===== src/rtl/qarbiter_rr.sv =====
// Round-robin arbiter merging NUM DTI queue producers onto one channel, locked per transaction.
// Define QARB_FIXED_PRIO_EN to replace round-robin with fixed lowest-index-first priority.
module qarbiter_rr #(
  parameter int TDIN = 16,
  parameter int LVL  = 1,
  parameter int NUM  = 2,
  localparam int CTRL_W = $clog2(NUM)
) (
  input  logic                                clk,
  input  logic                                rst,
  input  logic [NUM-1:0]                      din_valid,
  input  logic [NUM-1:0][LVL+TDIN-1:0]        din_data,
  output logic [NUM-1:0]                      din_ready,
  output logic                                dout_valid,
  output logic [CTRL_W+LVL+TDIN-1:0]          dout_data,
  input  logic                                dout_ready
);

  logic              lock_q;
  logic [CTRL_W-1:0] idx_q;
  logic [CTRL_W-1:0] ptr_q;

  logic              found;
  logic [CTRL_W-1:0] scan_sel;
  logic [CTRL_W-1:0] cand_idx;
  int                cand;
  logic [CTRL_W-1:0] sel;
  logic              have_sel;
  logic [LVL+TDIN-1:0] sel_item;
  logic              last;

  // Scan starts at ptr_q and wraps at NUM, so non-power-of-two NUM never aliases.
  always_comb begin
    found    = 1'b0;
    scan_sel = ptr_q;
    cand     = 0;
    cand_idx = '0;
    for (int k = 0; k < NUM; k++) begin
      cand = int'(ptr_q) + k;
      if (cand >= NUM) cand = cand - NUM;
      cand_idx = cand[CTRL_W-1:0];
      if (!found && din_valid[cand_idx]) begin
        found    = 1'b1;
        scan_sel = cand_idx;
      end
    end
  end

  always_comb begin
    sel        = lock_q ? idx_q : scan_sel;
    have_sel   = lock_q | found;
    sel_item   = din_data[sel];
    last       = &sel_item[TDIN +: LVL];
    dout_valid = rst & have_sel & din_valid[sel];
    dout_data  = {sel, sel_item};
    din_ready  = '0;
    if (rst && have_sel) din_ready[sel] = dout_ready;
  end

  // Any offered-but-unfinished item pins the selection, keeping dout stable while stalled.
  always_ff @(posedge clk) begin
    if (!rst) begin
      lock_q <= 1'b0;
      idx_q  <= '0;
      ptr_q  <= '0;
    end else if (dout_valid) begin
      if (dout_ready && last) begin
        lock_q <= 1'b0;
`ifdef QARB_FIXED_PRIO_EN
        ptr_q  <= '0;
`else
        ptr_q  <= (sel == CTRL_W'(NUM-1)) ? '0 : sel + CTRL_W'(1);
`endif
      end else begin
        lock_q <= 1'b1;
        idx_q  <= sel;
      end
    end
  end

endmodule


===== config.mk =====
export PLATFORM = sky130hd
export DESIGN_NAME = qarbiter_rr
export DESIGN_NICKNAME = d
export VERILOG_FILES = /design/src/rtl/qarbiter_rr.sv
export SDC_FILE = /design/constraint.sdc
export NUM_CORES = 1
export LEC_CHECK = 0
export BUFFER_PORTS_ARGS = -buffer_cell sky130_fd_sc_hd__buf_2
export CAP_MARGIN = 25
export CORE_MARGIN = 2
export CORE_UTILIZATION = 31
export DETAILED_ROUTE_END_ITERATION = 12
export MAX_ROUTING_LAYER = met4
export PLACE_DENSITY = 0.79
export SLEW_MARGIN = 20
export SYNTH_ARGS = -nofsm -noshare
export SYNTH_HDL_FRONTEND = slang
export SYNTH_SLANG_ARGS = --single-unit

===== constraint.sdc =====
create_clock -name clk -period 1.8 [get_ports clk]
set_input_delay 0.09 -clock clk [delete_from_list [all_inputs] [get_ports clk]]
set_output_delay 0.09 -clock clk [all_outputs]
set_load 0.01 [all_outputs]

* Word-level counts from Yosys, hierarchy flattened
Index checks and enable logic that the tools add are counted.
** Storage, ports and cells
- Flip-flop bits (word level) :: 3
- Input bits :: 39
- Output and inout bits :: 21
** Cells by class
- $add $sub $neg :: 4
- $lt $le $gt $ge :: 6
- Multiplexer cells :: 20
- Bitwise gates (word level) :: 5
- Reduce and logical (&&, ||, !) cells :: 7
** Operators with widths (count)
- $mux 17 :: 2
- $mux 1 :: 16
- $lt 1x2->1 const B :: 3
- $logic_and 1x1->1 :: 4
- $reduce_and 2->1 :: 2
- $add 1x1->2 const B :: 1
- $and 1x1->1 :: 2
- $and 2x2->2 :: 1
- $ge 1x2->1 const B :: 1
- $ge 2x2->1 const B :: 1
- $mux 2 :: 1
- $sub 1x1->1 const B :: 2
- $add 1x1->1 const B :: 1
- $demux 1 s1 :: 1
- $ge 1x1->1 const B :: 1
- $logic_not 1->1 :: 1
- $not 1->1 :: 1
- $or 1x1->1 :: 1

* Longest topological paths before layout
Gate-level depths: netlist of run 1.
- Word-level depth :: 15
- Depth in mapped cells :: 6
- Depth with buffers taken out :: 6

* Least setup slack after synthesis of run 1
No wires, ideal clock.
- Path kind :: register to register
- Start :: reg idx_q
- End :: reg ptr_q
- Data arrival time :: 1.240 ns
- Required time :: 1.685 ns
- Slack :: 0.446 ns
- Cell stages (with the launch flop) :: 6
- Buffers on the path :: 0
- Period minus slack after synthesis :: 1.354 ns
- Cells stage by stage :: dfxtp_1 > mux2i_1 > a21oi_2 > and2_2 > and3_1 > o21a_1
** On the way
- Word-level cells in the longest chain between the ends :: 5
- Elaborated cells between the ends (all ways) :: 10
** Ends and longest elaborated chain
- from (decl) :: RTL line 20 : logic [CTRL_W-1:0] idx_q;
- from (signal assigned) :: RTL line 76 : idx_q <= sel;
- $mux 1 :: RTL line 50 : sel = lock_q ? idx_q : scan_sel;
- $mux 1 (not written as such) (2 in series) :: RTL line 54 : dout_valid = rst & have_sel & din_valid[sel];
- $and 1x1->1 :: RTL line 54
- net dout_valid :: RTL line 14 : output logic dout_valid,
- $reduce_and 2->1 (no line)
- to (signal assigned) :: RTL line 72 : ptr_q <= (sel == CTRL_W'(NUM-1)) ? '0 : sel + CTRL_W'(1);
- to (decl) :: RTL line 21 : logic [CTRL_W-1:0] ptr_q;
The timed path passes the listed nets, and every way through them passes these cells. The select of a mux whose other input is x is not followed.
A chain may end at the register's enable or synchronous reset.

* Final worst setup path of run 1
- Start :: reg lock_q
- End :: out dout_data[8]
** On the way
- Word-level cells in the longest chain between the ends :: 3
** Ends and longest elaborated chain
- from (decl) :: RTL line 19 : logic lock_q;
- from (signal assigned) :: RTL line 63 : lock_q <= 1'b0;
- from (signal assigned) :: RTL line 68 : lock_q <= 1'b0;
- from (signal assigned) :: RTL line 75 : lock_q <= 1'b1;
- $mux 1 :: RTL line 50
- $mux 17 (not written as such) (2 in series) :: RTL line 52 : sel_item = din_data[sel];
- to (decl) :: RTL line 15 : output logic [CTRL_W+LVL+TDIN-1:0] dout_data,
Every way passes these cells. The select of a mux whose other input is x is not followed.

==> results.md, run 1 <==
- Syn Inst Count: 51
- Die ar.: 1820 sq um
- Global-route met2 utilization: 0.288
- Met3 Use GR: 0.0553
- TritonCTS clock tree: built
- Dominant register cell in the synthesized netlist: dfxtp_1
- Combinational share of power: 0.555
- Die height: 42.7 um
- Core area: 1350 sq um
- H-tree depth reported by CTS: 1
- DR WL/cell: ~12 um
- Worst slew pin tran: 460 ps
- Vias in the first global route: 579
- First-pass GRT wire length: approximately 2500 um
- GR peak layer: met2
- Sw frac: 0.365
- Max Root-Sink Buffers: 2
- Iteration-0 DRC Markers: 4
- Mapped Avg Cell Area: 9.10 sq um
- Max-slew violation count: 0
- CTS Buf Count: 3
- Clock transition at path regs: 40 ps
- Synth-to-layout area growth: 66.8%
- Psw: around 0.17 mW
- CP Data Required Time: 1710 ps
- Worst r2r src: idx_q$_SDFFE_PN0P_
- Clock Skew: 1.97 ps
- CTS root buf: clkbuf_4
- Routability congestion estimate from global placement: 0.812
- GRT Util Overall: 0.180
- Drt pass-1 iters: 4
- Max_cap viols: 0
- Io pins: 60
- CTS sink count: 3
- Worst Hold Slack: approximately 110 ps
- Total of warnings raised by yosys: 0
- Tcrit/Tclk final: 0.941
- Post-cts hold buffer count: 0
- Final ANT Viol Nets: 0
- Synth area leaders: mux2_2 (41%), dfxtp_1 (13%), buf_6 (4.9%)
- Pre-CTS WS: roughly 300 ps
- Later-pin clock latency in the skew report: 240 ps
- Post-synth top area cell: mux2_2
- Die W: 42.7 um
- Global route total overflow: 0
- I/O Buffers: 59
- Peak supply drop: 0.000463 V
- Worst-path fanout max: 22
- Synth Register Bits: 3
- Hold path start: rst
- CP arrival: 1600 ps
- CTS-repair resized insts: 0
- Filler instances: 130
- CP Launch Type: register
- Placed instance area: around 750 sq um
- Power Density: about 600 nW/um^2
- N_diodes: 0
- Vias: 589
- Share of layout cells above drive strength 1: 0.766
- Setup-failing EPs final: 0
- Routed WL: 1570 um
- Post-route cell area: 774 sq um
- Share of the synthesized area in the top cell type: 0.412
- Setup TNS: 0 ps
- RSZ-0062 raised after global routing: no
- Setup WS post-layout: 107 ps
- Grt met1 use: 0.202
- Most common cell in the netlist: mux2_2
- Hold Vio Cnt, Final: 0
- Fmax: 591 MHz
- Sequential power share: 0.173
- Ys async rst share: 0
- P_int: just under 0.3 mW
- Clk pwr share: 0.272
- Post-CTS Setup Bufs: 0
- Total power: 0.464 mW
- Largest net degree at the start of global routing: 23
- Netlist cell types: 23
- Synthesized area: 464 sq um
- CP startpoint: lock_q$_SDFFE_PN0P_
- Post-synth EDFFs: 0
- Min Tclk post-route: 1690 ps
- Post-Synthesis Net Count: 90
- Vias per Instance: 4.67
- Status: finished, final reports clean
- Pleak: 0.418 nW
- Initial Util: 0.344
- Sequential-to-total area share from yosys stat: 0.129
- Nets: 151
- CP endpoint kind: output port
- Max-slew headroom: 0.690
- HPWL after DPL: 1370 um
- Initial antenna violation count: 0
- Post-route DRC: 0
- Row count: 13
- Setup CP Type: register to output port
- Post-synth top cells: mux2_2 (17), inv_1 (6), a21oi_1 (3), dfxtp_1 (3)
- HP Class: input port to register
[critical path: stages, from the launching register on]
cell and delay [ps]:
dfxtp_1 370, a211oi_2 200, a21o_4 270, mux2_2 380, buf_2 140
[registers in the layout, summed over array words and instances (netlist names)]
signal / count
ptr_q: 1
lock_q: 1
idx_q: 1
[layout by cell type, fill, tap and decap left out, drive strengths merged]
cell type / count
inv: 6
a21o: 1
mux2: 17
nand2b: 1
a21oi: 4
o21ai: 2
mux2i: 1
dfxtp: 3
a211oi: 1
nor2b: 1
o21a: 1
nor2: 2
a31oi: 1
and2: 1
o311ai: 2
buf: 59
a31o: 1
nand2: 1
o2111ai: 1
clkbuf: 4
and3: 1
[path summary, 6_finish.rpt]
kind / end / slack (ps) / depth (start not counted)
worst max-delay path: dout_data[8] / 110 / 4
worst min-delay path: ptr_q$_SDFFE_PN0P_ / 110 / 2
worst max register to register: ptr_q$_SDFFE_PN0P_ / 340 / 5
worst min register to register: idx_q$_SDFFE_PN0P_ / 570 / 2
[area by class of cell]
| cell class | count | area [sq um] | share of cell area |
|---|---|---|---|
| timing repair buffer | 59 | 295 | 0.381 |
| clock buffer | 4 | 26.3 | 0.0339 |
| tap | 15 | 18.8 | 0.0242 |
| multi-input combinational | 39 | 352 | 0.454 |
| sequential | 3 | 60.1 | 0.0775 |
| inverter | 6 | 22.5 | 0.0291 |
[kinds of logic (layout without fill, tap and decap cells)]
group	count (synthesis)	count (layout)	synth area share
multiplexers	18	18	0.434
flip-flops	3	3	0.129
AND/OR/NAND/NOR	7	7	0.0863
AO/OA/AOI/OAI	14	14	0.237
buffers and inverters	9	69	0.113
[metrics by stage]
stage	util	cells
finish	0.574	126
global route	0.574	126
CTS	0.574	126
detailed placement	0.554	122
global placement	0.554	122
floorplan	-	51
[metal layers]
layer / vias up / share of wire
li1: 310 / -
met1: 259 / 0.36
met2: 14 / 0.57
met3: 6 / 0.039
met4: 0 / 0.029
met5: - / 0
[power by group through the flow]
stage | clock, mW | sequential, mW | combinational (mW)
floorplan | 0 | 0.0795 | 0.171
global placement | 0 | 0.0808 | 0.252
detailed placement | 0 | 0.0814 | 0.259
CTS | 0.129 | 0.0804 | 0.260
global route | 0.132 | 0.0811 | 0.279
finish | 0.126 | 0.0805 | 0.258
Power figures use the tool's default switching activity.
==> run 2, diff against run 1 <==
--- a/config.mk
+++ b/config.mk
@@ -12,6 +12,7 @@
 export DETAILED_ROUTE_END_ITERATION = 12
 export MAX_ROUTING_LAYER = met4
 export PLACE_DENSITY = 0.79
+export SKIP_LAST_GASP = 1
 export SLEW_MARGIN = 20
 export SYNTH_ARGS = -nofsm -noshare
 export SYNTH_HDL_FRONTEND = slang
==> constraint.sdc (replaced) <==
create_clock -name clk -period 1.8 [get_ports clk]
set_input_delay 0.09 -clock clk [delete_from_list [all_inputs] [get_ports clk]]
set_output_delay 0.09 -clock clk [all_outputs]
set_load 0.02 [all_outputs]
==> run 2 against run 1 <==
Against the previous run:
- sequential share of layout area unchanged
- via count up 6.6%
- critical path depth unchanged
- wire length up 2.9%
- flip-flop and latch count stayed put
- die area is the same
- first-iteration DRC count increased to 2.5 times the previous value
- non-clock buffer count unchanged
- worst setup slack got worse by 25 ps
- combinational power is 17% higher
- clock power about the same
- largest cell class unchanged
- largest power group unchanged
==> results.md, run 2 (same netlist as run 1, synthesis figures left out) <==
- Setup-failing EPs final: 0 (unchanged)
- Synth-to-layout area growth: 66.8% (unchanged)
- Clock transition at path regs: 40 ps (about the same)
- H-tree depth reported by CTS: 1 (unchanged)
- Clock Skew: 2.43 ps (+0.465 ps)
- GRT Util Overall: 0.177 (-0.00285)
- Status: finished, final reports clean
- Max-slew violation count: 0 (unchanged)
- Routability congestion estimate from global placement: 0.810 (-0.27%)
- Drt pass-1 iters: 4 (unchanged)
- Delay-heaviest family, CP: compound AO/OA/AOI/OAI gates
- Hold path start: rst
- CP startpoint: lock_q$_SDFFE_PN0P_
- P_int: 0.295 mW (+0.19%)
- Sequential power share: 0.159 (-0.014)
- Grt met1 use: 0.163 (-0.0388)
- CTS Buf Count: 3 (unchanged)
- Filler instances: 134 (+3.1%)
- RSZ-0062 raised after global routing: no
- Worst-path fanout max: 22 (unchanged)
- Setup CP Type: register to output port
- Commonest non-fill, non-tap cell in the layout: buf_2
- Row count: 13 (unchanged)
- Share of layout cells above drive strength 1: 0.766 (unchanged)
- Vias per Instance: 4.98 (+6.6%)
- Die ar.: 1820 sq um (unchanged)
- Reg-to-reg endpoint: ptr_q$_SDFFE_PN0P_
- Post-cts hold buffer count: 0 (unchanged)
- Global route total overflow: 0 (unchanged)
- Crit path cell chain: a211oi_2, a21o_4, mux2_2, buf_2
- I/O Buffers: 59 (unchanged)
- CP Data Required Time: 1710 ps (about the same)
- R2R setup slack: 340 ps (about the same)
- Setup WS post-layout: 82.1 ps (-24.7 ps)
- Fin cells: 126 (unchanged)
- Hold path cells: 2 (unchanged)
- Met3 Use GR: 0.0681 (+0.0128)
- DR WL/cell: 12.8 um (+2.9%)
- Die height: 42.7 um (unchanged)
- Io pins: 60 (unchanged)
- Max Root-Sink Buffers: 2 (unchanged)
- HP Class: input port to register
- Routed WL: 1620 um (+2.9%)
- Die W: 42.7 um (unchanged)
- Global-route met2 utilization: 0.294 (+0.00606)
- Core area: 1350 sq um (unchanged)
- Sw frac: 0.418 (+0.0537)
- Initial antenna violation count: 0 (unchanged)
- Largest net degree at the start of global routing: 23 (unchanged)
- N_diodes: 0 (unchanged)
- CTS sink count: 3 (unchanged)
- Worst r2r src: idx_q$_SDFFE_PN0P_
- Nets: 151 (unchanged)
- GR peak layer: met2
- Power Density: 656 nW/um^2 (+9.4%)
- Reg2reg path depth: 5 (unchanged)
- Max-slew headroom: 0.718 (+0.0284)
- Slowest cell on crit path: dfxtp_1
- Iteration-0 DRC Markers: 10 (+6)
- First-pass GRT wire length: 2390 um (-2.8%)
- HPWL after DPL: 1350 um (-1.2%)
- Peak supply drop: 0.000358 V (-23%)
- Most frequent cells in the layout: buf_2 (59), mux2_2 (17), inv_1 (6)
- Tcrit/Tclk final: 0.954 (+0.0137)
- CTS-repair resized insts: 0 (unchanged)
- Worst slew pin tran: 417 ps (-42.1 ps)
- Worst Hold Endpoint: ptr_q$_SDFFE_PN0P_
- CP arrival: 1630 ps (+30 ps)
- CTS root buf: clkbuf_4
- Post-CTS Setup Bufs: 0 (unchanged)
- TritonCTS clock tree: built
- Initial Util: 0.344 (unchanged)
- Max incr delay on CP: 370 ps (about the same)
- Later-pin clock latency in the skew report: 240 ps (about the same)
- Pre-CTS WS: 279 ps (-16.7 ps)
- Pleak: 0.418 nW (unchanged)
- Psw: 0.213 mW (+26%)
- Biggest regs: idx_q (1), lock_q (1), ptr_q (1)
- Setup TNS: 0 ps (unchanged)
- Fmax: 582 MHz (-1.4%)
- Final ANT Viol Nets: 0 (unchanged)
- DP Cell Count: 122 (unchanged)
- Combinational share of power: 0.597 (+0.042)
- Post-route DRC: 0 (unchanged)
- CP bufs+invs: 1 (unchanged)
- Clk pwr share: 0.244 (-0.028)
- Hold Vio Cnt, Final: 0 (unchanged)
- Max_cap viols: 0 (unchanged)
- Vias: 628 (+6.6%)
- Min Tclk post-route: 1720 ps (+24.7 ps)
- CP Launch Type: register
- CP endpoint kind: output port
- Vias in the first global route: 587 (+1.4%)
[run 2: power groups by stage]
stage | registers, mW | logic [mW] | clock network, mW
finish | 0.0806 | 0.303 | 0.124
CTS | 0.0803 | 0.304 | 0.129
global route | 0.0814 | 0.322 | 0.129
detailed placement | 0.0816 | 0.303 | 0
global placement | 0.0808 | 0.296 | 0
floorplan | 0.0795 | 0.217 | 0
[run 2: routing by layer]
| metal | wire, um | share of wire | up-vias |
|---|---|---|---|
| li1 | - | - | 308 |
| met1 | 565 | 0.35 | 299 |
| met2 | 939 | 0.58 | 14 |
| met3 | 54 | 0.033 | 7 |
| met4 | 55 | 0.034 | 0 |
| met5 | 0 | 0 | - |
[run 2: worst max-delay path by stage]
| stage | end | depth (start not counted) |
|---|---|---|
| 6_report | dout_data[3] | 4 |
| 5_1_grt | dout_data[2] | 4 |
| 4_1_cts | dout_data[8] | 4 |
| 3_5_place_dp | dout_data[8] | 6 |
| 3_3_place_gp | dout_data[2] | 6 |
| 2_1_floorplan | ptr_q$_SDFFE_PN0P_ | 5 |
[run 2: final cells by class]
class,instances,area [sq um],share of cell area
Multi-Input combinational cell,39,352,0.454
Timing Repair Buffer,59,295,0.381
Sequential cell,3,60.1,0.0775
Clock buffer,4,26.3,0.0339
Inverter,6,22.5,0.0291
Tap cell,15,18.8,0.0242
[run 2: per-stage QoR]
stage | hold slack [ps] | total power [mW] | utilization | instance area [sq um]
2_1_floorplan | 208 | 0.296 | - | 464
3_3_place_gp | 345 | 0.376 | 0.554 | 748
3_5_place_dp | 346 | 0.384 | 0.554 | 748
4_1_cts | 98.5 | 0.513 | 0.574 | 774
5_1_grt | 128 | 0.532 | 0.574 | 774
6_report | 104 | 0.508 | 0.574 | 774
